--- src/rtl/adjust_ctrl.sv ---
// Time-setting controller: button pulses to per-field increment strobes and blink enables.
// Optional ADJ_TIMEOUT_EN builds an inactivity timeout that returns to NORMAL.
module adjust_ctrl #(
  parameter int TIMEOUT_SEC = 10
) (
  input  logic clk,
  input  logic rst,
  input  logic en1hz,
  input  logic sig2hz,
  input  logic mode,
  input  logic select,
  input  logic adjust,
  output logic sec_inc,
  output logic min_inc,
  output logic hour_inc,
  output logic sec_on,
  output logic min_on,
  output logic hour_on,
  output logic adj_mode
);

  typedef enum logic [1:0] {
    NORMAL,
    ADJ_SEC,
    ADJ_MIN,
    ADJ_HOUR
  } state_t;

  state_t state_q;
  state_t state_d;
  logic [2:0] inc_d;
  logic [2:0] on_d;
  logic btn;

  assign btn = mode | select | adjust;

  if (TIMEOUT_SEC < 1 || TIMEOUT_SEC > 63) begin : g_bad_timeout
  end

`ifdef ADJ_TIMEOUT_EN
  logic [5:0] cnt_q;
  logic [5:0] cnt_d;
  logic       expire;

  always_comb begin
    cnt_d  = cnt_q;
    expire = 1'b0;
    if (btn || state_q == NORMAL) begin
      cnt_d = '0;
    end else if (en1hz) begin
      if (cnt_q == 6'(TIMEOUT_SEC - 1)) begin
        cnt_d  = '0;
        expire = 1'b1;
      end else begin
        cnt_d = cnt_q + 6'd1;
      end
    end
  end

  always_ff @(posedge clk) begin
    if (rst) cnt_q <= '0;
    else     cnt_q <= cnt_d;
  end
`else
  logic expire;
  logic unused_en1hz;

  assign expire       = 1'b0;
  assign unused_en1hz = en1hz;
`endif

  always_comb begin
    state_d = state_q;
    inc_d   = '0;
    if (mode) begin
      state_d = (state_q == NORMAL) ? ADJ_SEC : NORMAL;
    end else if (state_q != NORMAL) begin
      // increment targets the field selected before this edge
      if (adjust) begin
        unique case (state_q)
          ADJ_SEC:  inc_d = 3'b001;
          ADJ_MIN:  inc_d = 3'b010;
          ADJ_HOUR: inc_d = 3'b100;
          default:  inc_d = '0;
        endcase
      end
      if (select) begin
        unique case (state_q)
          ADJ_SEC:  state_d = ADJ_MIN;
          ADJ_MIN:  state_d = ADJ_HOUR;
          ADJ_HOUR: state_d = ADJ_SEC;
          default:  state_d = state_q;
        endcase
      end else if (expire) begin
        state_d = NORMAL;
      end
    end
  end

  always_comb begin
    on_d = 3'b111;
    unique case (state_d)
      ADJ_SEC:  on_d[0] = sig2hz;
      ADJ_MIN:  on_d[1] = sig2hz;
      ADJ_HOUR: on_d[2] = sig2hz;
      default:  on_d = 3'b111;
    endcase
  end

  always_ff @(posedge clk) begin
    if (rst) begin
      state_q  <= NORMAL;
      sec_inc  <= 1'b0;
      min_inc  <= 1'b0;
      hour_inc <= 1'b0;
      sec_on   <= 1'b1;
      min_on   <= 1'b1;
      hour_on  <= 1'b1;
      adj_mode <= 1'b0;
    end else begin
      state_q  <= state_d;
      sec_inc  <= inc_d[0];
      min_inc  <= inc_d[1];
      hour_inc <= inc_d[2];
      sec_on   <= on_d[0];
      min_on   <= on_d[1];
      hour_on  <= on_d[2];
      adj_mode <= (state_d != NORMAL);
    end
  end

endmodule
--- config.mk ---
export PLATFORM = sky130hd
export DESIGN_NAME = adjust_ctrl
export DESIGN_NICKNAME = d
export VERILOG_FILES = /design/src/rtl/adjust_ctrl.sv
export SDC_FILE = /design/constraint.sdc
export NUM_CORES = 1
export LEC_CHECK = 0
export BUFFER_PORTS_ARGS = -buffer_cell sky130_fd_sc_hd__buf_2
export CELL_PAD_IN_SITES_DETAIL_PLACEMENT = 0
export CELL_PAD_IN_SITES_GLOBAL_PLACEMENT = 1
export CORE_AREA = 2 2 39 41
export DETAILED_ROUTE_END_ITERATION = 7
export DIE_AREA = 0 0 41 43
export PLACE_DENSITY = 0.71
export SYNTH_ARGS = -nofsm -noshare
export SYNTH_HDL_FRONTEND = slang
export SYNTH_SLANG_ARGS = --single-unit
export TNS_END_PERCENT = 10
--- constraint.sdc ---
create_clock -name clk -period 1.7 [get_ports clk]
set_clock_uncertainty 0.2 [all_clocks]
set_input_delay 0.255 -clock clk [delete_from_list [all_inputs] [get_ports clk]]
set_output_delay 0.255 -clock clk [all_outputs]
set_load 0.005 [all_outputs]
Yosys cells after proc, flatten, opt, wreduce, memory -nomap -nowiden
Index checks and enable logic that the tools add are counted.
- eq/ne operators: 6
- multiplexer cells: 6
- bitwise operators: 5
- reductions and logical operators: 7
- operators with widths (kind ; number):
    one-hot mux 3 bit (3 select lines) ; 1
    equality test 2 bit, second input constant ; 4
    2-to-1 mux 2 bit ; 3
    one-hot mux 2 bit (3 select lines) ; 1
    OR reduction 2 bit ; 3
    NOT 1 bit ; 5
    equality test 2 x 1 -> 1 bit, second input constant ; 2
    nonzero test 2 bit ; 2
    OR reduction 4 bit ; 1
    logical NOT 2 bit ; 1
    2-to-1 mux 1 bit ; 1
- register bits after elaboration: 9
- bits of input ports: 7
- output and inout port bits: 7
- word-level logic and storage cells: 32

Longest topological paths before layout
- depth after elaboration: 8
- gate-level depth with buffers: 5
- depth with buffers taken out: 5

Worst setup path after synthesis
Ideal clock, no wire load.
- path kind: reg2reg
- from: register state_q[0]
- to: register sec_on
- setup time: 134 ps
- arrival time: 1350 ps
- data required time: 1366 ps
- path slack: 16 ps
- stages on the path, launching flop included: 6
- buffers on the path: 0
- period minus slack after synthesis: 1684 ps
- path through: dfxtp_1 > inv_1 > ha_1 > nand4bb_1 > o31ai_1 > or4_1
- longest elaborated chain between the ends: 8
- elaborated cells on any way between the ends: 13
- those cells by class: eq/ne: 4; mux: 5; bitwise: 1; reduce/logical: 3
- ends and longest elaborated chain (element ; line ; RTL):
    start, declared ; 29 ; state_t state_q;
    start signal, assigned ; 121 ; state_q <= state_d;
    equality test 2 bit / equality test 2 x 1 -> 1 bit (equally long branches) ; 88 ; unique case (state_q)
    one-hot mux 2 bit (3 select lines) ; 88 ;
    2-to-1 mux 2 bit ; 87 ; if (select) begin
    2-to-1 mux 2 bit ; 77 ; end else if (state_q != NORMAL) begin
    2-to-1 mux 2 bit (*) ; 75 ; if (mode) begin
    equality test 2 x 1 -> 1 bit (*) ; 102 ; unique case (state_d)
    NOT 1 bit (no line) (*) ; - ;
    OR reduction 2 bit (no line) (*) ; - ;
    end signal, assigned ; 125 ; sec_on <= on_d[0];
    end, declared ; 16 ; output logic sec_on,
Every way passes the cells marked *; elsewhere a longest branch is shown, timed or not.
A chain may end at the register's enable or synchronous reset.

Worst setup path in the final report
Ends and elaborated chain as after synthesis.

==> results by group <==
Logic synthesis
  • Number of enable flip-flop cells after synthesis: 0
  • Largest family of logic cells by synthesized area: simple AND/OR/NAND/NOR gates
  • Compound-Gate Fraction of Synth Area: 0.06419
  • Mux cell area share after synthesis: 0.03041
  • Yosys cell types: 16
  • Mapped Cells: 35
  • Mapped Area: 370.4 µm²
  • Register area share after synthesis: 0.4865
  • Synth Area in XOR/XNOR: 0
  • Synth Area in Adders: 0.1351
  • Top cells by count, synth: 9 x dfxtp_1, 4 x ha_1, 4 x nor2b_1, 3 x and2_1
  • Synthesis Warnings: 0
  • Ys async rst share: 0
  • Syn nets: 46
  • Synth top area share: 0.4865
  • Synth Flop Type: dfxtp_1
  • Leading area contributor after synthesis: dfxtp_1
  • Synth area leaders: dfxtp_1 49%, ha_1 14%, nor2b_1 6.8%
  • Post-Synth Simple-Gate Area: 0.2635
  • Flops & latches, synth: 9
  • Count leader, synth: dfxtp_1
  • Mean Syn Cell Area: between 10 and 15 µm²

Power and ir drop
  • Leakage: 0.2341 nW
  • Clock power frac: 0.367
  • Psw: 0.00009040 W
  • Switch share: 0.2144
  • Seq pwr share: 0.520
  • Peak supply drop: between 0.00015 and 0.0002 V
  • Comb pwr share: 0.113
  • P_int: 0.0003312 W
  • PD cells: 800.4 nW/µm²

STA
  • Crit path time final: 1.647 ns
  • Final setup fails: 0
  • Max frequency: 607.0 MHz
  • RSZ-0062 raised after global routing: no
  • Slew Limit Headroom: 0.7075
  • Hold Slack: 0.02774 ns
  • Final period util: 0.9691
  • Fin. max-slew vios: 0
  • Final hold viol count: 0
  • Worst Tran Pin Value: about 0.43 ns

Floorplanning
  • Die Y-Extent: approximately 43 µm
  • DIE AREA: 1763 µm²
  • I/O pins: 14
  • Site Rows: 14
  • Starting Density: 0.2676
  • Core area: 1384 µm²
  • Die width: 41 µm

Global routing
  • First-pass GRT wire length: approximately 1000 µm
  • Largest net degree at the start of global routing: 8
  • Vias in the first global route: 261
  • GRT Util Overall: 0.09246
  • Remaining Overflow, GRT: 0
  • Antenna violations before repair: 0

Routing
  • DRC viols: 0
  • Initial DRC count: 4
  • Avg WL per Cell: 9.507 µm
  • Vias/cell: ~4.4
  • DRT Pass-1 Iters: 3
  • Post-route ant nets: 0
  • Vias post-DR: 315
  • Routed WL: just under 700 µm

Setup path
  • Setup CP Type: flip-flop to flip-flop
  • Slowest CP cell: or4_1
  • CP required: 1.62 ns
  • Crit path largest cell delay: ~0.51 ns
  • CP Max Fanout: 2
  • Crit path DAT: approximately 1.6 ns
  • CP Capture Type: flip-flop
  • Worst path cell trace: inv_2 > ha_4 > nand4bb_1 > o31ai_2 > or4_1
  • CP startpoint kind: flip-flop
  • Crit path max-delay family: simple AND/OR/NAND/NOR gates
  • CP bufs+invs: 1

CTS
  • Clk root buf: clkbuf_4
  • CTS tree: done
  • Postcts setup bufs: 0
  • CTS H-tree lvls: 1
  • Hold_buf cts: 0
  • CTS buffer count: 3
  • Clk_lat worst skew: 0.25 ns
  • Clock-pin slew on the worst setup and hold paths: 0.05 ns
  • Clk sink count: 9
  • Clk buf depth: 2

Place
  • Hpwl dp: 547.2 µm
  • Placed Instance Area: 480.5 µm²
  • RePlAce Congestion: 0.7083
  • Input/output buffers: 12
  • Dpl cells: between 60 and 70

Layout
  • Share of cells above drive strength 1: 0.4727
  • Fin nets: between 60 and 70
  • Final Instance Area: around 530 µm²
  • Area Overhead vs Synth: 42.23%
  • Post-Layout Cell Count: between 70 and 80
  • Antenna Cells: 0

Job
  • Max-cap viol count: 0

Outcome
  • Status: finished clean

Worst hold path
  • Min-delay worst type: primary input to flip-flop
-- path summary, 6_finish.rpt --
kind                                            start                 end  slack [ns]  cells after the start
worst min register to register  state_q[0]$_SDFF_PP0_  min_inc$_SDFF_PP0_        0.45                      3
worst min-delay path                           sig2hz   min_on$_SDFF_PP1_        0.03                      3
worst max register to register  state_q[0]$_SDFF_PP0_   sec_on$_SDFF_PP1_        0.05                      5
worst max-delay path            state_q[0]$_SDFF_PP0_   sec_on$_SDFF_PP1_        0.05                      5
-- repair_timing --
| item | in CTS | in global routing |
|---|---|---|
| pin swaps | 0 | 1 |
| gates resized for setup | 1 | 6 |
| endpoints found under the setup margin | 1 | 1 |
-- metrics by stage --
| step | setup TNS (ns) | total power [W] | utilization | worst slack, ns |
|---|---|---|---|---|
| floorplan | 0 | 0.0002437 | - | 0.01580 |
| global placement | 0 | 0.0002649 | 0.3472 | 0.02182 |
| detailed placement | -0.0001673 | 0.0002663 | 0.3472 | -0.0001673 |
| CTS | 0 | 0.0004227 | 0.3680 | 0.02425 |
| global route | 0 | 0.0004453 | 0.3807 | 0.01189 |
| finish | 0 | 0.0004216 | 0.3807 | 0.05258 |
-- worst min-delay path, stage by stage --
cell	delay [ns]
buf_2	0.09
nor3_1	0.05
nand2_1	0.05
-- per-layer routing --
metal	wire length [µm]	vias to the layer above	track usage
met4	0	0	0.06000
met3	33	0	0.03141
met1	281	145	0.1161
met5	0	-	0
li1	-	160	-
met2	359	10	0.1281
-- placed cells by master, fill, tap and decap left out, types with 3 or more instances in the layout --
cell,n
nor2b_1,4
buf_4,4
ha_1,3
and2_1,3
dfxtp_1,7
buf_2,12
clkbuf_4,3
-- power groups by stage --
stage	sequential (W)	combinational (W)	clock, W
finish	0.000219	0.0000478	0.000155
detailed placement	0.000223	0.0000431	0
floorplan	0.000224	0.0000194	0
global route	0.000220	0.0000544	0.000171
CTS	0.000219	0.0000438	0.000160
global placement	0.000223	0.0000422	0
-- cells by family (layout without fill, tap and decap cells) --
| group | Yosys count | in the layout |
|---|---|---|
| buffers and inverters | 2 | 22 |
| multiplexers | 1 | 1 |
| adder cells (fa/ha/maj) | 4 | 4 |
| AO/OA/AOI/OAI | 3 | 3 |
| AND/OR/NAND/NOR | 16 | 16 |
| flip-flops | 9 | 9 |
-- sequential cells by signal, indices dropped and copies added, names as in the netlist --
register and count:
adj_mode 1, min_inc 1, sec_inc 1, hour_inc 1
hour_on 1, sec_on 1, state_q 2, min_on 1
-- layout make-up --
type	instances	area, µm²
timing repair buffer	16	90.09
tap	16	20.02
clock buffer	4	26.28
sequential	9	182.7
multi-input combinational	24	200.2
inverter	2	7.507
fill	149	857.1
Note: power is estimated with default switching activity, not from simulation.
